## config.mk

```make
export PLATFORM = sky130hd
export DESIGN_NAME = countdown_timer
export DESIGN_NICKNAME = d
export VERILOG_FILES = /design/src/rtl/countdown_timer_pkg.sv /design/src/rtl/countdown_timer_decrementor.sv /design/src/rtl/countdown_timer.sv
export SDC_FILE = /design/constraint.sdc
export NUM_CORES = 1
export LEC_CHECK = 0
export BUFFER_PORTS_ARGS = -buffer_cell sky130_fd_sc_hd__buf_2
export CAP_MARGIN = 20
export CORE_MARGIN = 2
export CORE_UTILIZATION = 46
export CTS_CLUSTER_SIZE = 16
export DETAILED_ROUTE_END_ITERATION = 10
export GPL_TIMING_DRIVEN = 0
export PLACE_DENSITY = 0.8
export SETUP_SLACK_MARGIN = 0.2
export SYNTH_ARGS = -nofsm -noshare
export SYNTH_HDL_FRONTEND = slang
export SYNTH_SLANG_ARGS = --single-unit
```

## constraint.sdc

```tcl
create_clock -name clk -period 2.4 [get_ports clk]
set_input_delay 0.24 -clock clk [delete_from_list [all_inputs] [get_ports clk]]
set_output_delay 0.24 -clock clk [all_outputs]
set_load 0.02 [all_outputs]
```

## src/rtl/countdown_timer_pkg.sv

```systemverilog
// Shared definitions for the countdown timer: state encoding and default width.
package countdown_timer_pkg;

  localparam int DEFAULT_SIZE = 8;

  // 2'b11 is unused and recovers to ST_IDLE.
  typedef enum logic [1:0] {
    ST_IDLE    = 2'b00,
    ST_RUN     = 2'b01,
    ST_DONE    = 2'b10,
    ST_ILLEGAL = 2'b11
  } state_e;

endpackage : countdown_timer_pkg

```

## src/rtl/countdown_timer_decrementor.sv

```systemverilog
// Combinational SIZE-bit decrementor (A - 1) built from 2-bit mux-based
// half-subtractor stages. SIZE must be even.
// borrowOut is high only when A == 0.
module n_bit_decrementor #(
  parameter int SIZE = 8
) (
  input  logic [SIZE-1:0] A,
  output logic [SIZE-1:0] diff,
  output logic            borrowOut
);

  localparam int STAGES = SIZE / 2;

  logic [STAGES:0] borrow;

  assign borrow[0] = 1'b1;

  genvar g;
  for (g = 0; g < STAGES; g++) begin : g_stage
    logic lo_borrow;
    // Each bit flips when a borrow reaches it; the borrow ripples on only through a 0 bit.
    assign diff[2*g]     = borrow[g] ? ~A[2*g] : A[2*g];
    assign lo_borrow     = borrow[g] ? ~A[2*g] : 1'b0;
    assign diff[2*g+1]   = lo_borrow ? ~A[2*g+1] : A[2*g+1];
    assign borrow[g+1]   = lo_borrow ? ~A[2*g+1] : 1'b0;
  end

  assign borrowOut = borrow[STAGES];

endmodule : n_bit_decrementor

```

## src/rtl/countdown_timer.sv

```systemverilog
// Loadable down-counter with start/done/ack handshake. Load value N yields
// done exactly N cycles after start is accepted (plus any pause cycles).
//
//   state   | meaning
//   --------+-----------------------------------------------
//   IDLE    | waiting for start; count holds
//   RUN     | counting down (abort > pause > decrement)
//   DONE    | count reached 0; done held until ack
//   2'b11   | illegal, returns to IDLE on next edge
import countdown_timer_pkg::*;

module countdown_timer #(
  parameter int SIZE = DEFAULT_SIZE
) (
  input  logic            clk,
  input  logic            rst_n,
  input  logic            start,
  input  logic [SIZE-1:0] loadValue,
  input  logic            pause,
  input  logic            abort,
  input  logic            ack,
  output logic [SIZE-1:0] count,
  output logic            busy,
  output logic            done
);

  state_e            state_q;
  logic [SIZE-1:0]   count_q;
  logic [SIZE-1:0]   count_dec;
  // Never consumed: RUN is never entered or held with count == 0.
  logic              dec_borrow_unused;

  n_bit_decrementor #(.SIZE(SIZE)) u_dec (
    .A         (count_q),
    .diff      (count_dec),
    .borrowOut (dec_borrow_unused)
  );

  // State and count registers with next-state/next-count logic.
  always_ff @(posedge clk or negedge rst_n) begin
    if (!rst_n) begin
      state_q <= ST_IDLE;
      count_q <= '0;
    end else begin
      case (state_q)
        ST_IDLE: begin
          if (start) begin
            count_q <= loadValue;
            state_q <= (loadValue == '0) ? ST_DONE : ST_RUN;
          end
        end
        ST_RUN: begin
          if (abort) begin
            state_q <= ST_IDLE;
          end else if (!pause) begin
            count_q <= count_dec;
            if (count_q == SIZE'(1)) state_q <= ST_DONE;
          end
        end
        ST_DONE: begin
          if (ack) state_q <= ST_IDLE;
        end
        default: state_q <= ST_IDLE;
      endcase
    end
  end

  assign count = count_q;
  assign busy  = (state_q == ST_RUN);
  assign done  = (state_q == ST_DONE);

endmodule : countdown_timer

```

# After elaboration in Yosys (flattened, before gate mapping)

Cells that the tools add are included.
Widths: inputs -> output; s select.

Flip-flop bits (word level): 10
Input port bits: 14
Output and inout bits: 10
Logic and storage cells: 69

Equality and inequality tests: 16
Mux-type cells: 24
Bitwise gates (word level): 8
Reductions and logical operators: 12

Operators by type and width:

| kind               | count |
|---|---|
| $reduce_and 5->1   | 7 |
| $mux 8             | 3 |
| $pmux 8 s2         | 1 |
| $mux 1             | 13 |
| $mux 2             | 6 |
| $ne 2x1->1 const B | 6 |
| $ne 2x2->1 const B | 5 |
| $eq 8x1->1 const B | 1 |
| $logic_not 8->1    | 1 |
| $not 1->1          | 8 |
| $reduce_and 4->1   | 2 |
| $pmux 2 s3         | 1 |
| $ne 3x2->1 const B | 1 |
| $ne 3x3->1 const B | 1 |
| $eq 2x1->1 const B | 1 |
| $eq 2x2->1 const B | 1 |
| $logic_not 2->1    | 1 |
| $reduce_bool 2->1  | 1 |

# Depth between registers and ports, before layout

Depth after elaboration: 11
Mapped depth: 6

# Modules after synthesis

Synthesis repeated with hierarchy kept, for this count alone.

Cell total of the unflattened synthesis: 67
Area, all modules: 705.7 um^2

Modules (own cells, without submodules):

| module            | times used | cells each | area an instance (um^2) | sequential area each (um^2) |
|---|---|---|---|---|
| countdown_timer   | 1          | 45         | 561.8                   | 250.2 |
| n_bit_decrementor | 1          | 22         | 143.9                   | 0.0 |

# Least setup slack after synthesis

OpenSTA, ideal clock, no wires.

Path kind: register to register
From: reg count_q[3], in the netlist count[3]
To: reg count_q[6], in the netlist count[6]
Library setup time: 0.083 ns
Data arrival time: 1.779 ns
Setup slack: 0.539 ns
Stages on the path, launching flop included: 6
Buffers on the path: 1
Period minus slack after synthesis: 1.861 ns
Cells stage by stage: dfrtp_1 > or4_1 > clkbuf_2 > or3_1 > o31a_1 > o22ai_1

Word-level cells in the longest chain between the ends: 6

RTL lines:

| item                              | line                              | text |
|---|---|---|
| from (decl)                       | countdown_timer.sv:28             | `logic [SIZE-1:0] count_q;` |
| from (signal assigned)            | countdown_timer.sv:48             | `count_q <= loadValue;` |
| from (signal assigned)            | countdown_timer.sv:56             | `count_q <= count_dec;` |
| $not 1->1                         | countdown_timer_decrementor.sv:25 | `assign borrow[g+1] = lo_borrow ? ~A[2*g+1] : 1'b0;` |
| $mux 1                            | countdown_timer_decrementor.sv:25 |  |
| $mux 1                            | countdown_timer_decrementor.sv:23 | `assign lo_borrow = borrow[g] ? ~A[2*g] : 1'b0;` |
| $mux 1                            | countdown_timer_decrementor.sv:25 |  |
| $ne 2x1->1 (no source line)       | --                                |  |
| $reduce_and 5->1 (no source line) | --                                |  |

Every way passes these cells.
A chain may end at the register's enable or synchronous reset.

# Worst setup path in the final report

Ends and elaborated chain as after synthesis.

==> metrics <==
status=completed; vias per cell=5.65; initial drt markers=11; Detailed Place HPWL=1.14 mm; Mapped Avg Cell Area=8.47 um^2; Worst Path Required=2.60 ns; largest buffer count on any clock path=2; WP data arrival=2.08 ns; Final ANT Viol Nets=0; CTS Root Cell=clkbuf_4; Detailed Route WL=1.54 mm; Post-Route Utilization=62.5%; drt wl/cell=13.3 um; fin. max-slew vios=0; Netlist cell types=29; Die X=40.7 um; row count=13; Ys Warns=0; register area share after synthesis=40.5%; syn_nets=87; Pleak=0.377 nW; routed vias=655; share of layout cells above drive strength 1=34.7%; Num CTS Buffers=3; post-synth top area share=40.5%; #FFs+latches synth=10; Area contributors post-synth=dfrtp_1, o21ai_0, a21oi_1, nand2_1, nor4_1; max cap viols=0; drt drc=0; Power Total=865 uW; initial antenna violation count=0; vias in the first global route=516; TritonCTS Sinks=10; CTS tree=done; largest net degree at the start of global routing=11; power per cell area=1080 nW/um^2; CORE AREA=1280 um^2; Setup violations, final=0; clock skew=0.00734 ns; Worst Tran Pin Value=0.424 ns; Crit. End Element=flop; Skew-Pair Late Insertion Delay=0.28 ns; fmax=530 MHz; diode count=0; max_slew headroom=71.8%; first-pass GRT wire length=2.20 mm; Fin Hold WS=0.166 ns; Die Y=40.7 um; Hold Violations, Final=0; Setup CP Type=flop to flop; routability cong.=0.884; hold crit path type=primary input to flop; H-Tree Depth=1; cell count after synthesis=73; maximum resistive drop on vdd=549 uV; RSZ-0062 raised after global routing=no; Post-Syn Area=618 um^2; Die ar.=1650 um^2; NumNets Final=116; fin crit share=78.5%; Layout area overhead=30.0%; cell taking the most area after synthesis=dfrtp_1; I/O Pins=24; Tmin final=1.89 ns; crit-path max FO=6; CP startpoint kind=flop; Clock transition at path regs=0.08 ns; TritonRoute pass-1 iters=4; grt total ovfl=0; Initial Utilization=48.1%; GRT Overall Usage=20.5%; TNS Setup=0 ns; PortBufs=23
## worst paths after layout
check / slack (ns) / cells after the start / end / from
worst min register to register: 0.58 / 2 / count[7] / count[7]
worst max register to register: 0.51 / 5 / count[6] / count[3]
worst min-delay path: 0.17 / 2 / state_q[0] / abort
worst max-delay path: 0.51 / 5 / count[6] / count[3]
min in group asynchronous: 0.33 / 2 / state_q[0] / rst_n
max in group asynchronous: 1.87 / 2 / count[5] / rst_n
## critical path, cell delays in order (launching register included)
cell and delay, ns:
dfrtp_1 0.43, or4_1 0.52, clkbuf_2 0.16, or3_1 0.33, o31a_1 0.25, o22ai_1 0.12
## state kept, by name, indices dropped and copies added, names as in the netlist
name and cells:
count 8, state_q 2
## through the flow
| step | area, um^2 | worst slack (ns) | cells |
|---|---|---|---|
| after floorplan | 618 | 0.539 | 73 |
| after global placement | 752 | 0.448 | 111 |
| after detailed placement | 752 | 0.432 | 111 |
| after CTS | 798 | 0.394 | 116 |
| after global routing | 803 | 0.347 | 116 |
| final | 803 | 0.515 | 116 |
## layer usage
layer | GRT usage (%) | vias to the layer above | wire length (um)
li1 | - | 331 | -
met1 | 27.7 | 296 | 695
met2 | 31.7 | 23 | 737
met3 | 3.26 | 5 | 76
met4 | 10.0 | 0 | 31
met5 | 0 | - | 0
## power by group
group | internal, mW | leakage (nW) | switching, mW
Sequential | 0.233 | 0.122 | 0.0821
Combinational | 0.160 | 0.234 | 0.228
Clock | 0.0924 | 0.0210 | 0.0689
Total | 0.486 | 0.377 | 0.379
## what timing repair did
item / 4_1_cts / 5_1_grt
endpoints found under the setup margin: 0 / 2
endpoints found under the hold margin: 10 / 0
hold buffers: 1 / 0
resized for setup: 0 / 1
setup buffers: 0 / 0
## synth_stat cells
master     number
inv_1           4
and4b_1         1
dfrtp_1        10
or4_1           1
nor3b_1         1
clkbuf_2        1
clkbuf_1        3
nor4b_1         1
o2bb2ai_1       1
o21a_1          2
or4b_2          1
or4_2           1
a21o_1          1
or2_2           1
nor2b_1         1
a21bo_2         2
a22o_2          1
nor3_1          2
or3_1           2
nand2_1         8
o31a_1          1
o31ai_1         1
o22ai_1         2
nor2_1          2
a22oi_1         2
nand2b_1        1
a21oi_1         6
nor4_1          4
o21ai_0         9
## kinds of logic (layout without fill, tap and decap cells)
family                 Yosys count  count (layout)  share of synthesized area [%]
AOI/OAI and AO/OA               28              28                           29.1
and+or+nand+nor                 27              27                           25.3
DFF                             10              10                           40.5
buffers and inverters            8              36                           5.06
## layout by cell type, fill, tap and decap left out, types with 2 or more instances in the layout
master,Yosys,routed
dfrtp_1,10,10
nand2_1,8,8
or3_1,2,2
a21bo_2,2,2
inv_1,4,4
nor2_1,2,2
clkbuf_1,3,3
o21ai_0,9,9
o22ai_1,2,2
buf_2,0,23
a22oi_1,2,2
clkbuf_4,0,3
nor3_1,2,2
a21oi_1,6,6
nor4_1,4,4
o21a_1,2,2
## cell type report
cell class                 instances  area [um^2]
sequential                        10          250
inverter                           4         15.0
tap                               15         18.8
multi-input combinational         55          342
clock buffer                       4         36.3
buffer                             4         16.3
timing repair buffer              24          125
fill                             120          482
No activity file was read; power rests on OpenSTA's default activity.
